$ cat src/rtl/control_register_decoder.sv
`default_nettype none
// ============================================================================
//  Module   : control_register_decoder
//  Purpose  : Parses framed control messages (SYNC, CMD, payload LSB-first,
//             CHK) from the SPI byte stream and maintains the channel mask,
//             trigger level and sample clock divider registers.
//             CHK is the XOR of CMD and all payload bytes.
//  Ports    : clk            - system clock, rising edge
//             rst            - asynchronous active-high reset
//             spi_byte       - received SPI byte
//             spi_byte_valid - spi_byte is consumed this cycle when high
//             channel_mask   - enabled channels (NUM_CHANNELS bits)
//             trigger_level  - trigger threshold
//             clock_divider  - sample clock divider
//             config_update  - one-cycle pulse, a register was committed
//             error          - one-cycle pulse, a frame was dropped
//  Revision : 1.0 - initial release
// ============================================================================
module control_register_decoder #(
    parameter int         NUM_CHANNELS   = 8,
    parameter logic [7:0] SYNC_BYTE      = 8'hFE,
    parameter int         TIMEOUT_CYCLES = 1024
) (
    input  logic                    clk,
    input  logic                    rst,
    input  logic [7:0]              spi_byte,
    input  logic                    spi_byte_valid,
    output logic [NUM_CHANNELS-1:0] channel_mask,
    output logic [7:0]              trigger_level,
    output logic [15:0]             clock_divider,
    output logic                    config_update,
    output logic                    error
);

    localparam int c_mask_bytes   = (NUM_CHANNELS + 7) / 8;
    // Shadow must hold the longest payload: the mask or the 2-byte divider.
    localparam int c_shadow_bytes = (c_mask_bytes > 2) ? c_mask_bytes : 2;
    localparam int c_idx_w        = $clog2(c_shadow_bytes) + 1;
    localparam int c_tmr_w        = $clog2(TIMEOUT_CYCLES);

    localparam logic [c_tmr_w-1:0] c_tmr_last = c_tmr_w'(TIMEOUT_CYCLES - 1);

    localparam logic [7:0] c_cmd_mask    = 8'h01;
    localparam logic [7:0] c_cmd_trigger = 8'h02;
    localparam logic [7:0] c_cmd_divider = 8'h03;

    localparam logic [1:0] c_st_idle    = 2'd0;
    localparam logic [1:0] c_st_cmd     = 2'd1;
    localparam logic [1:0] c_st_payload = 2'd2;
    localparam logic [1:0] c_st_check   = 2'd3;

    logic [1:0]                  r_state;
    logic [7:0]                  r_cmd;
    logic [c_idx_w-1:0]          r_len;
    logic [c_idx_w-1:0]          r_idx;
    logic [7:0]                  r_chk;
    logic [c_shadow_bytes*8-1:0] r_shadow;
    logic [c_tmr_w-1:0]          r_timer;
    logic [NUM_CHANNELS-1:0]     r_channel_mask;
    logic [7:0]                  r_trigger_level;
    logic [15:0]                 r_clock_divider;
    logic                        r_config_update;
    logic                        r_error;

    logic                        w_cmd_known;
    logic [c_idx_w-1:0]          w_cmd_len;

    // Payload length lookup for the byte currently on the bus (used in CMD).
    always_comb begin
        w_cmd_known = 1'b0;
        w_cmd_len   = '0;
        case (spi_byte)
            c_cmd_mask: begin
                w_cmd_known = 1'b1;
                w_cmd_len   = c_idx_w'(c_mask_bytes);
            end
            c_cmd_trigger: begin
                w_cmd_known = 1'b1;
                w_cmd_len   = c_idx_w'(1);
            end
            c_cmd_divider: begin
                w_cmd_known = 1'b1;
                w_cmd_len   = c_idx_w'(2);
            end
            default: begin
                w_cmd_known = 1'b0;
                w_cmd_len   = '0;
            end
        endcase
    end

    always_ff @(posedge clk or posedge rst) begin
        if (rst) begin
            r_state         <= c_st_idle;
            r_cmd           <= '0;
            r_len           <= '0;
            r_idx           <= '0;
            r_chk           <= '0;
            r_shadow        <= '0;
            r_timer         <= '0;
            r_channel_mask  <= '0;
            r_trigger_level <= 8'h80;
            r_clock_divider <= '0;
            r_config_update <= 1'b0;
            r_error         <= 1'b0;
        end else begin
            r_config_update <= 1'b0;
            r_error         <= 1'b0;

            // Inter-byte timeout: only armed while a frame is in progress.
            if (r_state == c_st_idle || spi_byte_valid) begin
                r_timer <= '0;
            end else if (r_timer == c_tmr_last) begin
                r_timer <= '0;
                r_error <= 1'b1;
                r_state <= c_st_idle;
            end else begin
                r_timer <= r_timer + c_tmr_w'(1);
            end

            if (spi_byte_valid) begin
                case (r_state)
                    c_st_idle: begin
                        if (spi_byte == SYNC_BYTE) begin
                            r_state <= c_st_cmd;
                        end
                    end
                    c_st_cmd: begin
                        if (w_cmd_known) begin
                            r_cmd    <= spi_byte;
                            r_len    <= w_cmd_len;
                            r_idx    <= '0;
                            r_chk    <= spi_byte;
                            r_shadow <= '0;
                            r_state  <= c_st_payload;
                        end else begin
                            r_error <= 1'b1;
                            r_state <= c_st_idle;
                        end
                    end
                    c_st_payload: begin
                        for (int b = 0; b < c_shadow_bytes; b++) begin
                            if (r_idx == c_idx_w'(b)) begin
                                r_shadow[b*8 +: 8] <= spi_byte;
                            end
                        end
                        r_chk <= r_chk ^ spi_byte;
                        r_idx <= r_idx + c_idx_w'(1);
                        if (r_idx == r_len - c_idx_w'(1)) begin
                            r_state <= c_st_check;
                        end
                    end
                    default: begin
                        // CHECK: commit the whole shadow at once or drop it.
                        if (spi_byte == r_chk) begin
                            case (r_cmd)
                                c_cmd_mask:    r_channel_mask  <= r_shadow[NUM_CHANNELS-1:0];
                                c_cmd_trigger: r_trigger_level <= r_shadow[7:0];
                                default:       r_clock_divider <= r_shadow[15:0];
                            endcase
                            r_config_update <= 1'b1;
                        end else begin
                            r_error <= 1'b1;
                        end
                        r_state <= c_st_idle;
                    end
                endcase
            end
        end
    end

    assign channel_mask  = r_channel_mask;
    assign trigger_level = r_trigger_level;
    assign clock_divider = r_clock_divider;
    assign config_update = r_config_update;
    assign error         = r_error;

endmodule
`default_nettype wire

$ cat config.mk
export PLATFORM = sky130hd
export DESIGN_NAME = control_register_decoder
export DESIGN_NICKNAME = d
export VERILOG_FILES = /design/src/rtl/control_register_decoder.sv
export SDC_FILE = /design/constraint.sdc
export NUM_CORES = 1
export LEC_CHECK = 0
export ABC_AREA = 0
export ABC_CLOCK_PERIOD_IN_PS = 3350
export CORE_UTILIZATION = 53
export CTS_CLUSTER_SIZE = 24
export DETAILED_ROUTE_END_ITERATION = 6
export PLACE_DENSITY_LB_ADDON = 0.1
export SETUP_SLACK_MARGIN = 0.02
export SYNTH_ARGS = -nofsm -noshare
export SYNTH_HDL_FRONTEND = slang
export SYNTH_SLANG_ARGS = --single-unit
$ cat constraint.sdc
create_clock -name clk -period 3.35 [get_ports clk]
set_input_delay 0.67 -clock clk [delete_from_list [all_inputs] [get_ports clk]]
set_output_delay 0.67 -clock clk [all_outputs]
set_load 0.02 [all_outputs]
==> impl_metrics.toml, run 1 <==
[synth]
syn_area_sq_um = 3590
synth_top_flop_cell = "dfrtp_1"
synth_common_cells = "81 x dfrtp_1, 27 x nand2_1, 16 x nor2_1"
synth_most_common_cell = "dfrtp_1"
synth_top_cell_area_share_pct = 56.5
netlist_top_cells_area = "dfrtp_1 56%, mux2_2 4.4%, mux2_1 3.5%, a22o_1 3.4%, mux2_4 3.3%"
synth_warnings = 0
syn_nets = 308
synth_top_cell_by_area = "dfrtp_1"
synth_cell_types = 47
syn_area_per_cell_sq_um = 12.2
ys_seq_area_share_pct = 57.2
synthCells = 294
async_reset_ff_share_pct = 100
synth_edf_count = 0
ys_seq_elements = 82

[place]
place.gp.congestion = 0.809
post-place-ws_ns = 0.120
port_buffers = 44
hpwl_microns = 5000
placed_cell_area_sq_um = 4170
dp_cells = 413

[worst_setup_path]
cp-end-kind = "register"
critPathArrivalTime_ns = 3.10
path_class = "input pin to register"
max_stage_delay_ns = 0.78
crit_path_max_fanout = 8
worst-path-buf-inv = 1
crit_path_top_delay_cell = "or4b_1"
reg2reg_setup_slack_ns = 0.87
path_cells = "clkdlybuf4s50_1 > xor2_1 > or4_4 > or4b_1 > mux2_4"
cp_top_family = "simple AND/OR/NAND/NOR gates"
required_ns = 3.59
cp-start-kind = "input pin"

[power_and_ir_drop]
p_sw_share_pct = 21.5
combPwrFrac_pct = 4.0
p_seq_share_pct = 51.3
vdd_drop_max_uv = 232
intPower_uw = 1520
power_per_cell_area_nw_per_um2 = 438
pwr-share-clk_pct = 44.7
leakagePower_uw = 0.00207
switching_power_uw = 416

[clocking]
clkTransAtPathRegs_ns = 0.08
cts_resized = 0
clock-sinks = 82
cts_buffers = 9
h-tree-depth = 3
clockBufferDepth = 2
post_cts_buffers = 0
cts_tree = "done"
hold_buffers = 0
insertion_delay_ns = 0.36
root_buffer = "clkbuf_8"

[drt]
routedWlPerCell_microns = 17.0
post_drt_via_cell_ratio = 5.59
vias = 2397
ant_nets = 0
drt_pass1_iterations = 4
routed_wl_microns = 7310
drt_iter0_markers = 84
drc = 0

[timing]
whs_ns = 0.480
slew_headroom_pct = 42.8
worst_pin_slew_ns = 0.856
setup_viol_count_final = 0
slew_violations = 0
hold_viol = 0
fin_setup_tns_ns = 0
clock.fmax_mhz = 350
fin_crit_sh_pct = 85.3
fin_crit_ns = 2.86
setup_ws_ns = 0.492
clock_skew_ns = 0.0112
rsz0062_at_grt = "no"

[grt]
grt_remaining_overflow = 0
grt_start_max_net_pins = 50
antenna_found_initial = 0
grt_pass1_vias = 2432
grtUsageTotal_pct = 23.1
grt_pass1_wl_microns = 12400

[finish]
syn_to_final_growth_pct = 23.0
fin_nets = 361
drive_above_1_share_pct = 16.5
fill_cells = 494
fin_area_sq_um = 4420
final_cells = 429
diodes = 0

[floorplanning]
initial_utilization_pct = 55.6
io_pins = 45
num_rows = 29
die_y_microns = 84.3
die_w_microns = 84.3
die_area_sq_um = 7110
core_area_sq_um = 6460

[run]
maxCapViolCount = 0

[min_path]
holdCritPathClass = "register to register"

[run_status]
status = "finished clean"
## metrics by stage
| step | util [%] | total power (uW) |
|---|---|---|
| global route | 68.4 | 1990 |
| detailed placement | 64.6 | 1090 |
| finish | 68.4 | 1930 |
| global placement | 64.6 | 1090 |
| CTS | 68.4 | 1950 |
| floorplan | - | 1050 |
## cells by family (layout without fill, tap and decap cells)
family / count (synthesis) / count (layout) / synth area share, %
fa+ha+maj: 3 / 3 / 1.05
xor+xnor: 20 / 20 / 5.09
simple gates: 97 / 97 / 15.0
buf+inv: 21 / 79 / 2.44
compound gates: 37 / 37 / 7.77
flops: 82 / 82 / 57.2
mux: 34 / 34 / 11.5
## flip-flops by register name (all words and copies together), names as in the netlist
register / flops
config_update: 1
r_len: 2
r_timer: 10
trigger_level: 8
r_state: 2
error: 1
r_idx: 2
clock_divider: 16
r_chk: 8
r_shadow: 16
channel_mask: 8
r_cmd: 8
## power by group through the flow
stage | clock network (uW) | logic [uW] | registers (uW)
floorplan | 0 | 37.8 | 1010
global placement | 0 | 76.9 | 1010
detailed placement | 0 | 77.7 | 1010
CTS | 876 | 78.2 | 993
global route | 910 | 85.6 | 993
finish | 864 | 76.8 | 993
## layer usage
metal,routed length [microns],GRT usage (%),up-vias
met5,0,0,-
met4,157,10.8,0
met3,198,3.93,13
met2,3410,35.1,43
met1,3550,32.6,1198
li1,-,-,1143
## layout make-up
cell class / count / area, sq um / share of cell area [%]
clock buffer: 10 / 128 / 2.89
clock inverter: 6 / 115 / 2.61
inverter: 6 / 23.8 / 0.538
multi-input combinational: 191 / 1450 / 32.8
sequential: 82 / 2050 / 46.5
tap: 77 / 96.3 / 2.18
timing repair buffer: 57 / 551 / 12.5
## layout by cell type, fill, tap and decap left out, drive strengths merged, types with 3 or more instances in the layout
cell type / n
dfrtp: 81
nand2b: 6
nand3: 8
mux2: 33
clkinv: 3
or4: 4
xnor2: 9
nor4: 4
clkdlybuf4s50: 44
o21bai: 3
xor2: 11
nor2: 16
o211ai: 3
clkbuf: 10
inv: 5
ha: 3
nand4: 6
and2: 10
a22o: 16
and4: 3
bufinv: 3
buf: 13
o21ai: 9
nand2: 27
## final timing paths
check                                                     to  cells past startpoint                  from
worst max register to register  trigger_level[0]$_DFFE_PP0P_                      4  r_cmd[5]$_DFFE_PP0P_
min in group asynchronous               r_cmd[4]$_DFFE_PP0P_                      2                   rst
worst max-delay path            trigger_level[0]$_DFFE_PP0P_                      5           spi_byte[5]
worst min register to register          r_cmd[3]$_DFFE_PP0P_                      1  r_cmd[3]$_DFFE_PP0P_
worst min-delay path                    r_cmd[3]$_DFFE_PP0P_                      1  r_cmd[3]$_DFFE_PP0P_
max in group asynchronous           r_shadow[15]$_DFFE_PP0P_                      3                   rst
Note: power is estimated with default switching activity, not from simulation.
==> run 2, diff against run 1 <==
- ABC_CLOCK_PERIOD_IN_PS: 3350 -> 2900
- CTS_CLUSTER_SIZE: 24 -> 16
- clock period: 3.35 -> 2.9 ns (I/O delays scaled with it)
==> run 2 against run 1 <==
  * Register-to-register slack worse by 0.28 ns
  * Utilization up 0.56 points
  * Flip-flop and latch count unchanged
  * Routed wire length shrank 1.0%
  * Combinational power rose by 18%
  * Critical path type unchanged
==> impl_metrics.toml, run 2 (synthesis gave the netlist of run 1 again) <==
[power_and_ir_drop]
power_per_cell_area_nw_per_um2 = 474
combPwrFrac_pct = 4.3
post-layout-total-power_uw = 2110
vdd_drop_max_uv = 323
switching_power_uw = 455
p_seq_share_pct = 54.3
intPower_uw = 1660
pwr-share-clk_pct = 41.4
leakagePower_uw = 0.00210
p_sw_share_pct = 21.6

[place]
hpwl_microns = 5060
place.gp.congestion = 0.821
port_buffers = 44

[grt]
grt_pass1_wl_microns = 12100
grtUsageTotal_pct = 22.4
antenna_found_initial = 0
grt_pass1_vias = 2417
grt_start_max_net_pins = 58
grt_remaining_overflow = 0

[clocking]
root_buffer = "clkbuf_8"
insertion_delay_ns = 0.35
cts_tree = "done"
clockBufferDepth = 2
clock-sinks = 82
post_cts_buffers = 0
clkTransAtPathRegs_ns = 0.07
cts_buffers = 9
hold_buffers = 0
h-tree-depth = 3
cts_resized = 0

[run]
maxCapViolCount = 0

[drt]
drt_pass1_iterations = 5
routed_wl_microns = 7240
post_drt_via_cell_ratio = 5.44
drt_iter0_markers = 110
routedWlPerCell_microns = 16.6
drc = 0
vias = 2374
ant_nets = 0

[worst_setup_path]
path_class = "input pin to register"
cp-end-kind = "register"
critPathLaunch = "spi_byte[5]"
required_ns = 3.14
reg2reg_from = "r_cmd[5]$_DFFE_PP0P_"
cp-start-kind = "input pin"
critPathArrivalTime_ns = 2.77
crit_path_max_fanout = 4

[finish]
diodes = 0
fill_cells = 512
syn_to_final_growth_pct = 24.0
fin_nets = 369
multi_input_area_sq_um = 1450
seq_area_sq_um = 2050
final_common_cell = "dfrtp_1"
drive_above_1_share_pct = 18.4
final_cell_mix = "81 x dfrtp_1, 44 x clkdlybuf4s50_1, 27 x nand2_1"

[timing]
clock.fmax_mhz = 395
fin_crit_sh_pct = 87.3
clock_skew_ns = 0.00755
setup_viol_count_final = 0
slew_violations = 0
fin_setup_tns_ns = 0
hold_viol = 0
worst_pin_slew_ns = 0.614
fin_crit_ns = 2.53
slew_headroom_pct = 58.8
rsz0062_at_grt = "no"

[floorplanning]
io_pins = 45
num_rows = 29
core_area_sq_um = 6460
initial_utilization_pct = 55.6
die_w_microns = 84.3
die_area_sq_um = 7110
die_y_microns = 84.3

[min_path]
holdCritPathClass = "register to register"
min-delay-start = "r_cmd[3]$_DFFE_PP0P_"

[run_status]
status = "finished clean"
run 2: cell types whose count changed in the layout (fill, tap and decap cells not counted), sizes merged:
cell,previous run,this run
clkinv,3,4
clkbuf,10,9
bufinv,3,2
buf,13,21
run 2: area by class of cell:
class | instances | area share [%]
multi-input combinational | 191 | 32.5
clock inverter | 6 | 1.85
clock buffer | 9 | 2.78
timing repair buffer | 65 | 14.0
sequential | 82 | 46.1
inverter | 6 | 0.534
tap | 77 | 2.16
run 2: final timing paths:
kind / end / slack [ns] / cells after the start
max reg2reg: trigger_level[1]$_DFFE_PP0P_ / 0.59 / 5
min: r_cmd[3]$_DFFE_PP0P_ / 0.49 / 1
min in group asynchronous: r_cmd[3]$_DFFE_PP0P_ / 0.55 / 2
max: trigger_level[1]$_DFFE_PP0P_ / 0.37 / 6
min reg2reg: r_cmd[3]$_DFFE_PP0P_ / 0.49 / 1
max in group asynchronous: trigger_level[7]$_DFFE_PP1P_ / 1.68 / 3
run 2: routing by layer:
metal / global-route usage [%] / routed length (microns)
met1: 30.4 / 3400
met5: 0 / 0
met4: 9.09 / 125
met3: 5.60 / 296
met2: 34.7 / 3420
run 2: power groups by stage:
stage / logic (uW) / clock network, uW / registers [uW]
after detailed placement: 92.3 / 0 / 1170
after global routing: 101 / 936 / 1150
after global placement: 91.4 / 0 / 1170
after CTS: 92.8 / 887 / 1150
after floorplan: 43.7 / 0 / 1170
final: 90.4 / 874 / 1150
run 2: metrics by stage:
| stage | utilization, % | area [sq um] | hold slack (ns) | setup WS, ns | std cells |
|---|---|---|---|---|---|
| 2_1_floorplan | - | 3590 | 0.444 | 0.213 | 294 |
| 3_3_place_gp | 65.7 | 4250 | 0.462 | 0.00692 | 421 |
| 3_5_place_dp | 65.7 | 4250 | 0.463 | 0.00328 | 421 |
| 4_1_cts | 68.9 | 4450 | 0.487 | 0.374 | 436 |
| 5_1_grt | 68.9 | 4450 | 0.499 | 0.339 | 436 |
| 6_report | 68.9 | 4450 | 0.485 | 0.369 | 436 |
run 2: critical path, stage by stage:
cell             delay (ns)
clkdlybuf4s50_1        0.46
xor2_1                 0.18
or4_4                  0.53
or4b_1                 0.54
buf_4                  0.18
mux2_4                 0.29
